**config.mk**
```make
export PLATFORM = sky130hd
export DESIGN_NAME = n_to_a
export DESIGN_NICKNAME = d
export VERILOG_FILES = /design/src/rtl/n_to_a.sv
export SDC_FILE = /design/constraint.sdc
export NUM_CORES = 1
export LEC_CHECK = 0
export BUFFER_PORTS_ARGS = -buffer_cell sky130_fd_sc_hd__clkbuf_2
export CAP_MARGIN = 15
export CORE_MARGIN = 2
export CORE_UTILIZATION = 40
export CTS_CLUSTER_DIAMETER = 40
export DETAILED_ROUTE_END_ITERATION = 6
export GPL_TIMING_DRIVEN = 0
export PLACE_DENSITY = 0.68
export SYNTH_ARGS = -nofsm -noshare
export SYNTH_HDL_FRONTEND = slang
export SYNTH_SLANG_ARGS = --single-unit
```
**constraint.sdc**
```tcl
create_clock -name clk -period 4 [get_ports clk]
set_input_delay 0.4 -clock clk [delete_from_list [all_inputs] [get_ports clk]]
set_output_delay 0.4 -clock clk [all_outputs]
set_load 0.1 [all_outputs]
```
**src/rtl/n_to_a.sv**
```systemverilog
// n_to_a: wide-word to byte serializer.
// Accepts an NBYTES*BW-bit word from upstream and emits it one BW-bit byte
// at a time, byte 0 first. A new word can be taken in the same cycle the last
// byte of the current word leaves, so back-to-back words stream without gaps.
// Optional feature macro: NTOA_LAST_EN adds io_a_last, high with the final
// byte of each word.
module n_to_a #(
  parameter int NBYTES = 9,
  parameter int BW     = 8
) (
  input  logic                 clk,
  input  logic                 reset,
  input  logic                 io_n_valid,
  output logic                 io_n_ready,
  input  logic [NBYTES*BW-1:0] io_n_bits,
  output logic                 io_a_valid,
  input  logic                 io_a_ready,
  output logic [BW-1:0]        io_a_bits
`ifdef NTOA_LAST_EN
  ,
  output logic                 io_a_last
`endif
);

  localparam int W  = NBYTES * BW;
  localparam int CW = $clog2(NBYTES + 1);

  localparam logic [CW-1:0] CNT_FULL = CW'(NBYTES);
  localparam logic [CW-1:0] CNT_ONE  = CW'(1);

  // Word being drained; byte on offer always sits in the low BW bits.
  logic [W-1:0]  sr;
  // Bytes of the current word still to be handed downstream.
  logic [CW-1:0] cnt;

  logic n_fire;
  logic a_fire;

  // Handshake and output decode, all from registered state except the
  // io_a_ready term that lets a new word overlap the last byte.
  assign io_a_valid = (cnt != '0);
  assign io_a_bits  = sr[BW-1:0];
  assign io_n_ready = ~reset & ((cnt == '0) | ((cnt == CNT_ONE) & io_a_ready));

  assign n_fire = io_n_valid & io_n_ready;
  assign a_fire = io_a_valid & io_a_ready;

`ifdef NTOA_LAST_EN
  // Final byte of the word is the one offered when exactly one remains.
  assign io_a_last = (cnt == CNT_ONE);
`endif

  // Load a new word, or shift out one byte per downstream accept.
  always_ff @(posedge clk) begin
    // NOTE: non-blocking assignments keep every register updating from
    // pre-edge values, so the order of statements here cannot matter.
    if (reset) begin
      sr  <= '0;
      cnt <= '0;
    end else if (n_fire) begin
      // A new word wins over the simultaneous departure of the last byte.
      sr  <= io_n_bits;
      cnt <= CNT_FULL;
    end else if (a_fire) begin
      sr  <= {{BW{1'b0}}, sr[W-1:BW]};
      cnt <= cnt - CNT_ONE;
    end
  end

endmodule

```
==> tab_implementation.tex, run 1 <==
\begin{tabular}{lr}
\hline
Metric & Value \\
\hline
\multicolumn{2}{l}{\textbf{Status}} \\
\quad Result of the run & finished clean \\
\multicolumn{2}{l}{\textbf{Routing}} \\
\quad Detailed-routing iteration count for the pre-antenna-repair pass & 5 \\
\quad Via density per instance & 5.95 \\
\quad ANT nets after route & 0 \\
\quad Routed len/inst & 17.1 um \\
\quad Detailed-route wire length & 11.4 mm \\
\quad Total number of vias & 3954 \\
\quad Count of routing violations after the opening detailed-route iteration & 298 \\
\quad Detailed-route DRC error count & 0 \\
\multicolumn{2}{l}{\textbf{Clock network}} \\
\quad Post-CTS Repair Setup Buffers & 0 \\
\quad TritonCTS buffer count & 9 \\
\quad Clock root buffer & clkbuf\_8 \\
\quad TritonCTS clock tree & built \\
\quad Register clock-pin slew on the reported worst setup and hold paths & 0.08 ns \\
\quad \# clock sinks & 76 \\
\quad H-tree levels & 3 \\
\quad Longest Clk Path Bufs & 2 \\
\quad Hold-fix buffers at CTS & 0 \\
\quad Post-CTS Resized & 0 \\
\quad Clk\_lat worst skew & 0.36 ns \\
\multicolumn{2}{l}{\textbf{Synthesis}} \\
\quad Leading cell types by total area after synthesis & dfxtp\_1 40\%, a311oi\_1 15\%, nand3\_1 9.7\% \\
\quad Gate count after technology mapping & 454 \\
\quad Synth warnings & 0 \\
\quad Top cell type by total area after synthesis & dfxtp\_1 \\
\quad Average cell area after synthesis & 8.28 um\^{}2 \\
\quad Synth cell types & 29 \\
\quad Synthesized cell area & 0.00376 mm\^{}2 \\
\quad Sequential cell area fraction in the yosys report & 0.405 \\
\quad Proportion of netlist area held by the largest area contributor & 0.405 \\
\quad Number of synthesized register bits & 76 \\
\quad Mapped Nets & 532 \\
\multicolumn{2}{l}{\textbf{GRT}} \\
\quad Number of antenna violations at the first check in global routing & 0 \\
\quad Vias in the first global route & 3700 \\
\quad Largest net degree at the start of global routing & 13 \\
\quad Grt total ovfl & 0 \\
\quad Overall track demand over capacity in global routing & 0.225 \\
\quad Wire length of the first global-routing pass & 18.2 mm \\
\multicolumn{2}{l}{\textbf{Setup path}} \\
\quad Required time at the endpoint of the critical path & 3.60 ns \\
\quad Critical path launch point & cnt[0] \\
\quad Setup slack of the most critical reg-to-reg path & 1.95 ns \\
\quad Peak fanout along the critical path & 10 \\
\quad Reg-to-reg critical path endpoint & sr[55] \\
\quad Crit path arrival time & 2.31 ns \\
\quad R2r worst-path depth & 6 \\
\quad Type of element launching the critical path & flip-flop \\
\quad Type of the worst setup path & reg2out \\
\quad Element type at the critical path end & primary output \\
\quad Critical R2R Launch & cnt[0] \\
\multicolumn{2}{l}{\textbf{Power and ir drop}} \\
\quad Worst vdd rail ir drop & 0.000512 V \\
\quad Leakage power summed over all cells & 1.59 nW \\
\quad Pwr/cell area & 892 mW/mm\^{}2 \\
\multicolumn{2}{l}{\textbf{Floorplan}} \\
\quad Area inside the core boundary & 0.00920 mm\^{}2 \\
\quad Initial core utilization & 0.409 \\
\quad Die extent in x & 101 um \\
\quad Standard-cell row count & 35 \\
\quad Vert. Die Dim & 101 um \\
\quad Die Footprint & 0.0102 mm\^{}2 \\
\quad Ports & 86 \\
\multicolumn{2}{l}{\textbf{Timing}} \\
\quad Max Clock Freq & 369 MHz \\
\quad Total count of hold-check failures in the final report & 0 \\
\quad Pins Over Slew Limit & 0 \\
\quad Number of failing setup endpoints in the final timing report & 0 \\
\quad Transition time at the pin with the least slew margin & 0.543 ns \\
\quad Fin crit period & 2.71 ns \\
\quad Worst-case headroom to the max-slew limit & 0.639 \\
\quad Post-route clock skew & 0.0116 ns \\
\quad Final worst-path cycle share & 0.678 \\
\quad RSZ-0062 raised after global routing & no \\
\quad Setup\_tns & 0 ns \\
\multicolumn{2}{l}{\textbf{Cells and area}} \\
\quad ANT cells & 0 \\
\quad Number of cells in the finished layout apart from fillers & 664 \\
\quad Commonest non-fill, non-tap cells in the layout & 83 x clkbuf\_2, 76 x dfxtp\_1, 73 x nand3\_1, 65 x nor3\_1, 65 x a311oi\_1 \\
\quad Number of inserted filler cells in the final layout & 934 \\
\quad Growth of design area from synthesis to finish & 20.3\% \\
\quad Proportion of layout cells with a drive suffix above 1 & 0.255 \\
\quad Most common cell after layout, fill and taps aside & clkbuf\_2 \\
\quad Final layout net count & 626 \\
\multicolumn{2}{l}{\textbf{Worst hold path}} \\
\quad Start point of the worst min-delay path & io\_n\_bits[70] \\
\quad Type of the worst min-delay path & in2reg \\
\quad Worst Hold End & sr[70] \\
\quad Worst hold path stage count & 3 \\
\multicolumn{2}{l}{\textbf{Placed design}} \\
\quad Total placed cells including tap cells & 648 \\
\quad Port Buffers & 83 \\
\quad Total half-perimeter wirelength after legalization and detailed placement & 8.28 mm \\
\quad Final estimated routing congestion in global placement & 0.927 \\
\multicolumn{2}{l}{\textbf{Run}} \\
\quad Max cap viols & 0 \\
\hline
\end{tabular}
==> report_power, final <==
part	switching (mW)	total (mW)	internal, mW	leakage, nW
registers	0.183	1.26	1.07	0.626
clock network	0.287	0.607	0.321	0.102
logic	1.53	2.17	0.642	0.865
==> registers in the layout, summed over array words and instances, names as in the netlist <==
name	flops
cnt	4
sr	72
==> critical path, stage by stage, from the launching register on <==
cell and delay [ns]:
dfxtp_1 0.38, inv_1 0.08, ha_1 0.26, a21oi_4 0.37, clkbuf_1 0.41, nor4_2 0.06
clkbuf_2 0.39
==> layout make-up <==
type	count	area, um^2	share of cell area
multi-input cells	303	1860	0.412
repair buffers	83	415	0.0919
well taps	111	139	0.0307
clock inverters	4	47.5	0.0105
flip-flops and latches	76	1520	0.337
plain buffers	70	362	0.0800
clock buffers	12	155	0.0343
inverters	5	18.8	0.00415
==> stage by stage <==
stage	setup WS, ns	hold WS (ns)	area (um^2)	util	power, mW
finish	1.29	0.267	4520	0.492	4.03
global route	1.19	0.270	4520	0.492	4.29
CTS	1.29	0.256	4520	0.492	4.02
detailed placement	1.69	0.474	4320	0.470	3.41
global placement	1.73	0.472	4320	0.470	3.37
floorplan	1.07	0.457	3760	-	2.88
==> how the worst max path moves through the flow <==
stage                      end  slack (ns)  cells after the start
CTS                 io_n_ready        1.29                      6
floorplan           io_n_ready        1.07                      4
detailed placement  io_n_ready        1.69                      6
global placement    io_n_ready        1.73                      6
global route        io_n_ready        1.19                      6
finish              io_n_ready        1.29                      6
==> layer usage <==
metal | vias up | part of all wire | global-route usage
met5 | - | 0 | 0
met4 | 0 | 0.016 | 0.0696
met3 | 25 | 0.077 | 0.0395
met2 | 170 | 0.45 | 0.354
met1 | 1815 | 0.46 | 0.315
li1 | 1944 | - | -
==> synth_stat cells <==
library cell,n
a21o_1,2
a21oi_1,10
a21oi_4,1
a311oi_1,65
a31o_2,1
a31oi_1,2
buf_1,1
buf_2,22
buf_4,9
buf_6,5
clkbuf_1,33
clkinv_1,1
dfxtp_1,76
ha_1,2
inv_1,3
inv_2,1
nand2_1,2
nand2_2,1
nand3_1,73
nand4_1,1
nor3_1,65
nor3b_2,1
nor3b_4,1
nor4_1,1
o21ai_0,57
o21ai_1,8
o221ai_1,8
or3_1,1
or3b_1,1
==> logic make-up (layout without fill, tap and decap cells) <==
group                      Yosys count  count (layout)  share of synthesized area
AOI/OAI and AO/OA                  154             154                      0.284
adders and majority gates            2               2                    0.00666
buffers and inverters               75             174                      0.101
DFF                                 76              76                      0.405
and+or+nand+nor                    147             147                      0.203
(Power assumes the default switching activity.)
==> run 2: changes to the inputs <==
--- a/config.mk
+++ b/config.mk
@@ -5,6 +5,7 @@
 export SDC_FILE = /design/constraint.sdc
 export NUM_CORES = 1
 export LEC_CHECK = 0
+export ABC_AREA = 1
 export BUFFER_PORTS_ARGS = -buffer_cell sky130_fd_sc_hd__clkbuf_2
 export CAP_MARGIN = 15
 export CORE_MARGIN = 2
@@ -12,7 +13,7 @@
 export CTS_CLUSTER_DIAMETER = 40
 export DETAILED_ROUTE_END_ITERATION = 6
 export GPL_TIMING_DRIVEN = 0
-export PLACE_DENSITY = 0.68
+export PLACE_DENSITY = 0.67
 export SYNTH_ARGS = -nofsm -noshare
 export SYNTH_HDL_FRONTEND = slang
 export SYNTH_SLANG_ARGS = --single-unit
==> constraint.sdc (replaced) <==
create_clock -name clk -period 2.7 [get_ports clk]
set_input_delay 0.27 -clock clk [delete_from_list [all_inputs] [get_ports clk]]
set_output_delay 0.27 -clock clk [all_outputs]
set_load 0.1 [all_outputs]
==> tab_implementation.tex, run 2 <==
\begin{tabular}{lr}
\hline
Metric & Value \\
\hline
\multicolumn{2}{l}{\textbf{Status}} \\
\quad Result of the run & finished clean \\
\multicolumn{2}{l}{\textbf{Setup path}} \\
\quad Crit path arrival time & 2.08 ns \\
\quad Type of the worst setup path & reg2out \\
\quad Type of element launching the critical path & flip-flop \\
\quad Reg-to-reg critical path endpoint & cnt[0] \\
\quad Peak fanout along the critical path & 9 \\
\quad Required time at the endpoint of the critical path & 2.43 ns \\
\quad Critical R2R Launch & cnt[0] \\
\quad Element type at the critical path end & primary output \\
\quad R2r worst-path depth & 9 \\
\quad Setup slack of the most critical reg-to-reg path & 0.76 ns \\
\multicolumn{2}{l}{\textbf{Timing}} \\
\quad Number of failing setup endpoints in the final timing report & 0 \\
\quad Final worst-path cycle share & 0.871 \\
\quad Transition time at the pin with the least slew margin & 0.635 ns \\
\quad Setup\_tns & 0 ns \\
\quad Pins Over Slew Limit & 0 \\
\quad Worst-case headroom to the max-slew limit & 0.577 \\
\quad Max Clock Freq & 425 MHz \\
\quad Fin crit period & 2.35 ns \\
\quad Post-route clock skew & 0.0119 ns \\
\quad WHS & 0.149 ns \\
\quad Post-route setup slack & 0.349 ns \\
\quad Total count of hold-check failures in the final report & 0 \\
\quad RSZ-0062 raised after global routing & no \\
\multicolumn{2}{l}{\textbf{Clock network}} \\
\quad Longest Clk Path Bufs & 2 \\
\quad Clock root buffer & clkbuf\_8 \\
\quad \# clock sinks & 76 \\
\quad Post-CTS Resized & 0 \\
\quad H-tree levels & 3 \\
\quad Post-CTS Repair Setup Buffers & 0 \\
\quad Hold-fix buffers at CTS & 0 \\
\quad Register clock-pin slew on the reported worst setup and hold paths & 0.09 ns \\
\quad Clk\_lat worst skew & 0.36 ns \\
\quad TritonCTS clock tree & built \\
\quad TritonCTS buffer count & 9 \\
\multicolumn{2}{l}{\textbf{Cells and area}} \\
\quad Regs by FF count & sr x72, cnt x4 \\
\quad Growth of design area from synthesis to finish & 18.5\% \\
\quad Most common cell after layout, fill and taps aside & nand2\_1 \\
\quad Final layout net count & 856 \\
\quad Total non-filler cell area in the finished layout & 0.00510 mm\^{}2 \\
\quad Most flops, register & sr \\
\quad Number of inserted filler cells in the final layout & 1144 \\
\quad ANT cells & 0 \\
\quad Final design utilization & 0.491 \\
\quad Proportion of layout cells with a drive suffix above 1 & 0.196 \\
\quad Commonest non-fill, non-tap cells in the layout & 182 x nand2\_1, 85 x inv\_1, 84 x clkbuf\_2, 76 x dfxtp\_1, 69 x nor2\_1 \\
\quad Number of cells in the finished layout apart from fillers & 918 \\
\quad Flip-flop count of the largest register after layout & 72 \\
\multicolumn{2}{l}{\textbf{Synthesis}} \\
\quad Mapped Nets & 761 \\
\quad Synth cell types & 22 \\
\quad Gate count after technology mapping & 683 \\
\quad Number of flops mapped to enable cells by yosys & 0 \\
\quad Leading cell types by total area after synthesis & dfxtp\_1 35\%, nand2\_1 16\%, nand4\_1 9.3\% \\
\quad Synthesized cell area & 0.00430 mm\^{}2 \\
\quad Proportion of netlist area held by the largest area contributor & 0.354 \\
\quad Sequential cell area fraction in the yosys report & 0.354 \\
\quad Top cell type by total area after synthesis & dfxtp\_1 \\
\quad Top cells by count, synth & 182 x nand2\_1, 85 x inv\_1, 76 x dfxtp\_1, 69 x nor2\_1, 67 x nand3\_1 \\
\quad Top FF cell, synth & dfxtp\_1 \\
\quad Average cell area after synthesis & 6.30 um\^{}2 \\
\quad Synth async-reset ratio & 0 \\
\quad Cell with the most instances after synthesis & nand2\_1 \\
\quad Number of synthesized register bits & 76 \\
\quad Synth warnings & 0 \\
\multicolumn{2}{l}{\textbf{Placed design}} \\
\quad Final estimated routing congestion in global placement & 0.921 \\
\quad Total placed cells including tap cells & 903 \\
\quad Port Buffers & 84 \\
\quad Cell area after placement & 0.00489 mm\^{}2 \\
\quad Worst slack at placement & 0.754 ns \\
\quad Total half-perimeter wirelength after legalization and detailed placement & 9.15 mm \\
\multicolumn{2}{l}{\textbf{Power and ir drop}} \\
\quad Final Power & 5.50 mW \\
\quad Leakage power summed over all cells & 2.48 nW \\
\quad Worst vdd rail ir drop & 0.00104 V \\
\quad Pwr/cell area & 1080 mW/mm\^{}2 \\
\multicolumn{2}{l}{\textbf{Floorplan}} \\
\quad Die Footprint & 0.0116 mm\^{}2 \\
\quad Ports & 86 \\
\quad Area inside the core boundary & 0.0104 mm\^{}2 \\
\quad Standard-cell row count & 37 \\
\quad Initial core utilization & 0.415 \\
\quad Die extent in x & 108 um \\
\quad Vert. Die Dim & 108 um \\
\multicolumn{2}{l}{\textbf{GRT}} \\
\quad Wire length of the first global-routing pass & 20.4 mm \\
\quad Vias in the first global route & 4377 \\
\quad Largest net degree at the start of global routing & 13 \\
\quad Number of antenna violations at the first check in global routing & 0 \\
\quad Overall track demand over capacity in global routing & 0.221 \\
\quad Grt total ovfl & 0 \\
\multicolumn{2}{l}{\textbf{Routing}} \\
\quad Detailed-route DRC error count & 0 \\
\quad Total number of vias & 4672 \\
\quad Routed len/inst & 13.4 um \\
\quad Detailed-route wire length & 12.3 mm \\
\quad Via density per instance & 5.09 \\
\quad ANT nets after route & 0 \\
\quad Detailed-routing iteration count for the pre-antenna-repair pass & 5 \\
\quad Count of routing violations after the opening detailed-route iteration & 219 \\
\multicolumn{2}{l}{\textbf{Run}} \\
\quad Max cap viols & 0 \\
\multicolumn{2}{l}{\textbf{Worst hold path}} \\
\quad Worst hold path stage count & 3 \\
\quad Worst Hold End & sr[67] \\
\quad Start point of the worst min-delay path & io\_n\_bits[67] \\
\quad Type of the worst min-delay path & in2reg \\
\hline
\end{tabular}
run 2: cell types whose count changed after synthesis, sizes merged, moves of 6 or more:
cell and delta:
a311oi -65, buf +14, nor3 -64, nand3 -6, o221ai -8, o21ai -62, inv +82, clkbuf -18
nand4 +64, nor2 +70, nand2 +183, a21oi +47
run 2: cell families (layout without fill, tap and decap cells):
| family | count (synthesis) | after routing | share of synthesized area |
|---|---|---|---|
| flip-flops | 76 | 76 | 0.354 |
| adder cells (fa/ha/maj) | 2 | 2 | 0.00582 |
| AO/OA/AOI/OAI | 62 | 62 | 0.0736 |
| AND/OR/NAND/NOR | 391 | 391 | 0.408 |
| buffers and inverters | 152 | 251 | 0.159 |
run 2: how the worst max path moves through the flow:
stage | start | end | slack, ns | cells after the start
after detailed placement | cnt[0] | io_n_ready | 0.75 | 7
after CTS | cnt[0] | io_n_ready | 0.36 | 7
after floorplan | cnt[0] | sr[54] | 0.81 | 9
after global routing | cnt[0] | io_n_ready | 0.23 | 7
final | cnt[0] | io_n_ready | 0.35 | 7
after global placement | cnt[0] | io_n_ready | 0.77 | 7
run 2: area by class of cell:
type                    count  area [um^2]  area share
clock buffers              10          128      0.0250
multi-input cells         455         2100       0.411
inverters                  86          323      0.0633
plain buffers              66          360      0.0707
flip-flops and latches     76         1520       0.299
repair buffers             84          420      0.0825
clock inverters             5         77.6      0.0152
well taps                 136          170      0.0334
run 2: per-layer routing:
metal | up-vias | global-route usage | part of all wire
li1 | 2362 | - | -
met1 | 2117 | 0.291 | 0.44
met2 | 175 | 0.371 | 0.47
met3 | 18 | 0.0454 | 0.077
met4 | 0 | 0.0531 | 0.013
met5 | - | 0 | 0
run 2: worst max-delay path, cell delays in order (launching register included):
cell	delay, ns
dfxtp_1	0.34
inv_1	0.11
ha_1	0.28
inv_2	0.06
nand2_2	0.10
and2_1	0.12
buf_2	0.21
clkbuf_2	0.49
run 2: power by group:
part	internal [mW]	switching (mW)	leakage, nW
clock network	0.513	0.436	0.102
logic	0.872	2.03	1.76
registers	1.46	0.193	0.621
total	2.84	2.66	2.48
